### config.mk
export PLATFORM = sky130hd
export DESIGN_NAME = cbus_arbiter
export DESIGN_NICKNAME = d
export VERILOG_FILES = /design/src/rtl/cbus_arbiter.sv
export SDC_FILE = /design/constraint.sdc
export NUM_CORES = 1
export LEC_CHECK = 0
export BUFFER_PORTS_ARGS = -buffer_cell sky130_fd_sc_hd__buf_2
export CELL_PAD_IN_SITES_DETAIL_PLACEMENT = 1
export CELL_PAD_IN_SITES_GLOBAL_PLACEMENT = 2
export CORE_MARGIN = 2
export CORE_UTILIZATION = 11
export CTS_CLUSTER_SIZE = 40
export DETAILED_ROUTE_END_ITERATION = 16
export GPL_TIMING_DRIVEN = 0
export PLACE_DENSITY_LB_ADDON = 0.15
export RECOVER_POWER = 25
export SETUP_SLACK_MARGIN = 0.15
export SLEW_MARGIN = 30
export SYNTH_ARGS = -nofsm -noshare
export SYNTH_HDL_FRONTEND = slang
export SYNTH_SLANG_ARGS = --single-unit
### constraint.sdc
create_clock -name clk -period 1.5 [get_ports clk]
set_clock_uncertainty 0.2 [all_clocks]
set_input_delay 0.075 -clock clk [delete_from_list [all_inputs] [get_ports clk]]
set_output_delay 0.075 -clock clk [all_outputs]
set_load 0.03 [all_outputs]
### src/rtl/cbus_arbiter.sv
// cbus_arbiter: shares one memory-side cbus among NUM_REQ cache-side masters.
// Round-robin grant, held for a whole transaction until the memory side
// returns ready&&last (or the owner aborts by dropping valid).
//
// Flattened bus layouts (LSB first):
//   cbus_req_t  (79 b): valid[0] is_write[1] size[4:2] addr[36:5]
//                       strobe[40:37] data[72:41] len[76:73] burst[78:77]
//   cbus_resp_t (34 b): ready[0] last[1] data[33:2]
// Requester i occupies ireqs[i*79 +: 79] and iresps[i*34 +: 34].
module cbus_arbiter #(
  parameter int  NUM_REQ = 2,
  localparam int IDX_W   = (NUM_REQ > 1) ? $clog2(NUM_REQ) : 1,
  localparam int REQ_W   = 79,
  localparam int RESP_W  = 34
) (
  input  logic                      clk,
  input  logic                      reset,
  input  logic [NUM_REQ*REQ_W-1:0]  ireqs,
  output logic [NUM_REQ*RESP_W-1:0] iresps,
  output logic [REQ_W-1:0]          oreq,
  input  logic [RESP_W-1:0]         oresp,
  output logic                      busy,
  output logic [IDX_W-1:0]          owner
);

  typedef enum logic {
    IDLE = 1'b0,
    BUSY = 1'b1
  } state_t;

  state_t             state_q, state_d;
  logic [IDX_W-1:0]   owner_q, owner_d;
  logic [IDX_W-1:0]   rr_q, rr_d;

  logic [REQ_W-1:0]   req_arr [NUM_REQ];
  logic [NUM_REQ-1:0] req_vld;
  logic [REQ_W-1:0]   own_req;
  logic               resp_ready;
  logic               resp_last;
  logic [IDX_W:0]     pick_res;
  logic               pick_found;
  logic [IDX_W-1:0]   pick_win;

  // Split the flattened request bus into per-requester words and valids
  for (genvar i = 0; i < NUM_REQ; i++) begin : g_split
    assign req_arr[i] = ireqs[i*REQ_W +: REQ_W];
    assign req_vld[i] = req_arr[i][0];
  end

  // First valid requester scanning from ptr upward (wrapping); returns {found, index}
  function automatic logic [IDX_W:0] rr_pick(input logic [NUM_REQ-1:0] vld,
                                             input logic [IDX_W-1:0]   ptr);
    logic             found;
    logic [IDX_W-1:0] win;
    int               idx;
    found = 1'b0;
    win   = '0;
    for (int k = 0; k < NUM_REQ; k++) begin
      idx = (int'(ptr) + k) % NUM_REQ;
      if (!found && vld[idx]) begin
        found = 1'b1;
        win   = IDX_W'(idx);
      end
    end
    return {found, win};
  endfunction

  assign pick_res   = rr_pick(req_vld, rr_q);
  assign pick_found = pick_res[IDX_W];
  assign pick_win   = pick_res[IDX_W-1:0];
  assign own_req    = req_arr[owner_q];
  assign resp_ready = oresp[0];
  assign resp_last  = oresp[1];

  // State, owner and round-robin pointer registers
  always_ff @(posedge clk or negedge reset) begin
    if (!reset) begin
      state_q <= IDLE;
      owner_q <= '0;
      rr_q    <= '0;
    end else begin
      state_q <= state_d;
      owner_q <= owner_d;
      rr_q    <= rr_d;
    end
  end

  // Arbitration and transaction-end detection; the winner gets the lowest
  // priority next time so continuously-valid requesters never starve
  always_comb begin
    state_d = state_q;
    owner_d = owner_q;
    rr_d    = rr_q;
    case (state_q)
      IDLE: begin
        if (pick_found) begin
          owner_d = pick_win;
          rr_d    = (pick_win == IDX_W'(NUM_REQ - 1)) ? '0 : pick_win + 1'b1;
          state_d = BUSY;
        end
      end
      BUSY: begin
        // Owner dropping valid before last is an abort; last ends normally
        if (!own_req[0] || (resp_ready && resp_last)) begin
          state_d = IDLE;
        end
      end
      default: state_d = IDLE;
    endcase
  end

  // Combinational data path: owner's request out, memory response back to owner only
  always_comb begin
    oreq   = '0;
    iresps = '0;
    if (state_q == BUSY) begin
      oreq = own_req;
      for (int j = 0; j < NUM_REQ; j++) begin
        if (owner_q == IDX_W'(j)) begin
          iresps[j*RESP_W +: RESP_W] = oresp;
        end
      end
    end
  end

  assign busy  = (state_q == BUSY);
  assign owner = owner_q;

endmodule

* Word-level counts from Yosys, hierarchy flattened
Index checks and enable logic that the tools add are counted.
Storage, ports and cells: bits in registers 3, latch bits 0, RAM bits 0, bits in read-only memories 0, input bits 194, output and inout bits 149, word-level logic and storage cells 37, memories 0
Cells by class: add/sub/neg operators 2, multipliers 0, div/mod/pow operators 0, order comparisons 3, equal/unequal tests 0, shifts and indexed selects 0, multiplexer cells 20, bitwise gates (word level) 3, reduce and logical (&&, ||, !) cells 6
Operators by type and width (count):
- two-way mux 79 bit | 4
- two-way mux 34 bit | 2
- two-way mux 68 bit | 1
- two-way mux 1 bit | 12
- less-than comparator 2 x 3 -> 1 bit (second input constant) | 1
- adder 1 bit (second input constant) | 2
- >= comparator 2 bit (second input constant) | 1
- logical AND 1 bit | 2
- zero test 1 bit | 2
- less-than comparator 1 x 2 -> 1 bit (second input constant) | 1
- NOT 1 -> 2 bit | 1
- one-hot mux 1 bit (2 select lines) | 1
- AND reduction 2 bit | 1
- bitwise AND 1 bit (first input constant) | 1
- logical OR 1 bit | 1
- NOT 1 bit | 1

* Longest topological paths before layout
depth after elaboration 9, mapped depth 5, gate-level depth less buffers 2

* Worst setup path before layout
OpenSTA, ideal clock, no wires.
kind flip-flop to output port, start point reg owner_q (netlist: owner), end point out oreq[43], data arrival time 1.525 ns, required time 1.225 ns, setup slack -0.300 ns, cell stages (with the launch flop) 6, cells stage by stage dfrtp_1 buf_4 buf_8 buf_12 mux2i_1 nor2b_1
On the way: longest elaborated chain between the ends 5
Ends and longest elaborated chain:
- from (decl) | RTL line 32 | logic [IDX_W-1:0] owner_q, owner_d;
- from (signal assigned) | RTL line 83 | owner_q <= owner_d;
- NOT 1 -> 2 bit (implied by the code) | RTL line 71 | assign own_req = req_arr[owner_q];
- two-way mux 79 bit (implied by the code) (3 in a row) | RTL line 71
- two-way mux 79 bit | RTL line 116 | if (state_q == BUSY) begin
- to (decl) | RTL line 20 | output logic [REQ_W-1:0] oreq,
No other way between the ends. The select of a mux whose other input is x is not followed.

* Final worst setup path
start point reg owner_q (netlist: owner), end point out iresps[52]
On the way: longest elaborated chain between the ends 2
Ends and longest elaborated chain:
- two-way mux 34 bit | RTL line 119 | if (owner_q == IDX_W'(j)) begin
- two-way mux 68 bit | RTL line 116
- to (decl) | RTL line 19 | output logic [NUM_REQ*RESP_W-1:0] iresps,
No other way between the ends.

==> flow_summary.json <==
{
  "die_height_um": 141,
  "grt_pass1_vias": 3724,
  "setup-violations-final": 149,
  "final_core_utilization_pct": 35.8,
  "final-hold-violation-count": 0,
  "core-area_mm2": 0.0185,
  "initial_core_util_pct": 11.1,
  "routabilityCongestion": 0.722,
  "drt.antenna.violating_nets": 0,
  "die_width_um": 141,
  "postSynthAreaPerCell_um2": 7.71,
  "fin_crit_sh_pct": 123,
  "ys_seq_area_share_pct": 3.65,
  "timing.setup.tns_ns": -40.37,
  "global_route.usage.met2_pct": 26.6,
  "grtUsageTotal_pct": 12.7,
  "fillers": 2112,
  "post_synthesis_cells": 267,
  "use_met3_pct": 3.09,
  "antenna_found_initial": 2,
  "cp.arrival_ns": 1.57,
  "leakagePower_uw": 0.00328,
  "cts_sinks": 3,
  "synth-seq-cells": 3,
  "grt_use_met1_pct": 12.8,
  "areaGrowthSynthToFinish_pct": 222,
  "highest_net_fanout_along_the_worst_path": 10,
  "timing.max_cap.violations": 0,
  "required_ns": 1.22,
  "synth_fp_nets": 461,
  "core.rowCount": 50,
  "startpoint_type": "register",
  "ys.warnings.count": 0,
  "worstHoldPathType": "in2reg",
  "status": "finished, violations left",
  "grt_start_max_net_pins": 11,
  "io-pin-count": 343,
  "routed-via-count": 3432,
  "detail_route.drc_violations": 0,
  "setup.worst_path.class": "reg2out",
  "cts_inserted_buffers": 3,
  "post-route-min-period_ns": 1.84,
  "clk_pin_slew_ns": 0.03,
  "clock_path_buffers": 2,
  "worst_pin_slew_ns": 0.322,
  "global_route.overflow_total": 0,
  "fin_hold_ws_ns": 0.0116,
  "power-per-cell-area_mw_per_mm2": 2000,
  "post_detailed_route_wirelength_per_cell_um": 16.6,
  "drt_wl_total_mm": 14.4,
  "insertion_delay_of_the_later_clocked_pin_in_the_worst_skew_pair_ns": 0.22,
  "final_net_count": 828,
  "first_iter_violations": 41,
  "crit_path_end_kind": "output pin",
  "global_route.peak_usage_layer": "met2",
  "rsz0062_at_grt": "true",
  "root_buffer": "sky130_fd_sc_hd__clkbuf_16",
  "max-vdd-ir-drop_v": 0.000864,
  "cts_tree": "yes",
  "relSlewSlack_pct": 78.5,
  "setup_slack_ns": -0.340,
  "post_synth_num_cell_types": 15,
  "detail_placement_hpwl_mm": 11.4,
  "post_synth_instance_area_mm2": 0.00206,
  "dieArea_mm2": 0.0198,
  "grt_first_pass_wirelength_mm": 20.2,
  "fmax_mhz": 543,
  "drt_pre_antenna_iters": 3,
  "cts-htree-levels": 1,
  "failed_checks": "negative setup slack",
  "final_layout_size_suffix_gt1_share_pct": 92.4,
  "post_drt_via_cell_ratio": 3.96,
  "placement.io_buffers": 342,
  "antenna_cells": 0,
  "max_slew_violations": 0
}
[logic make-up after synthesis]
kind of cell,synth area share (%)
buffers and inverters,10.0
AOI/OAI and AO/OA,0.729
DFF,3.65
and+or+nand+nor,46.7
muxes,38.9
[synth_stat cells]
cell                       number  share of area (%)
sky130_fd_sc_hd__mux2i_1       80                 39
sky130_fd_sc_hd__nor2b_1       80                 24
sky130_fd_sc_hd__and2_1        36                 11
sky130_fd_sc_hd__and3_1        34                 10
sky130_fd_sc_hd__clkbuf_1      11                2.0
sky130_fd_sc_hd__buf_4          8                2.9
sky130_fd_sc_hd__clkbuf_2       6                1.5
sky130_fd_sc_hd__buf_12         3                2.9
sky130_fd_sc_hd__dfrtp_1        3                3.6
sky130_fd_sc_hd__buf_8          1               0.73
sky130_fd_sc_hd__nand2b_1       1               0.30
sky130_fd_sc_hd__nor2_1         1               0.18
sky130_fd_sc_hd__nor2b_4        1               0.67
sky130_fd_sc_hd__o22a_1         1               0.43
sky130_fd_sc_hd__o22ai_1        1               0.30
[worst paths after layout]
check	slack [ns]	to	start	depth (start not counted)
min in group asynchronous	0.54	owner$_DFFE_PN0P_	reset	3
setup reg to reg	-0.19	busy$_DFF_PN0_	owner$_DFFE_PN0P_	6
hold reg to reg	0.29	register	register	1
hold / removal	0.01	register	ireqs[0]	3
setup / recovery	-0.34	iresps[52]	owner$_DFFE_PN0P_	6
max in group asynchronous	0.39	busy$_DFF_PN0_	reset	3
[power breakdown]
group	switching, uW	leakage (uW)	internal, uW
Clock	74.3	0.0000382	351
Combinational	6050	0.00321	6620
Sequential	32.5	0.0000326	124
[repair_timing]
action / CTS / global route
gates resized for setup: 337 / 79
cloned: 2 / 7
hold buffers: 2 / 0
pin swaps: 0 / 4
setup endpoints to repair: 148 / 149
hold endpoints to repair: 3 / 0
setup buffers: 7 / 2
[critical path, cell delays in order (launching register included)]
cell and delay (ns):
sky130_fd_sc_hd__dfrtp_2 0.41, sky130_fd_sc_hd__buf_8 0.14, sky130_fd_sc_hd__buf_12 0.15, sky130_fd_sc_hd__buf_12 0.16, sky130_fd_sc_hd__clkbuf_16 0.16, sky130_fd_sc_hd__and3_4 0.17
sky130_fd_sc_hd__buf_6 0.13
[stage by stage]
step	area [um2]	cells	power, uW	setup WS [ns]
3_3_place_gp	4740	843	8960	-0.136
6_report	6630	867	13200	-0.340
5_1_grt	6630	867	13900	-0.386
3_5_place_dp	4740	843	9040	-0.176
2_1_floorplan	2730	267	6870	-0.0945
4_1_cts	6150	858	12300	-0.335
[layout make-up]
class | count | area (um2) | area share, %
repair buffers | 362 | 2940 | 44.3
well taps | 234 | 293 | 4.42
flip-flops and latches | 3 | 77.6 | 1.17
multi-input cells | 235 | 2820 | 42.5
clock buffers | 4 | 78.8 | 1.19
plain buffers | 29 | 423 | 6.38
[cell usage in the layout (no fill, tap or decap), types with 6 or more instances in the layout]
master	netlist	routed
sky130_fd_sc_hd__and3_4	0	30
sky130_fd_sc_hd__buf_6	0	147
sky130_fd_sc_hd__buf_12	3	8
sky130_fd_sc_hd__and2_4	0	34
sky130_fd_sc_hd__buf_4	8	9
sky130_fd_sc_hd__buf_2	0	196
sky130_fd_sc_hd__clkbuf_16	0	12
sky130_fd_sc_hd__nor2b_4	1	32
sky130_fd_sc_hd__nor2b_2	0	48
sky130_fd_sc_hd__mux2i_2	0	14
sky130_fd_sc_hd__mux2i_4	0	31
sky130_fd_sc_hd__mux2i_1	80	35
sky130_fd_sc_hd__clkbuf_4	0	6
[metal layers]
metal	vias to the layer above	part of all wire (%)
met3	6	7.9
li1	1635	-
met1	1611	33
met2	180	59
met5	-	0
met4	0	0.33
(Power assumes the default switching activity.)
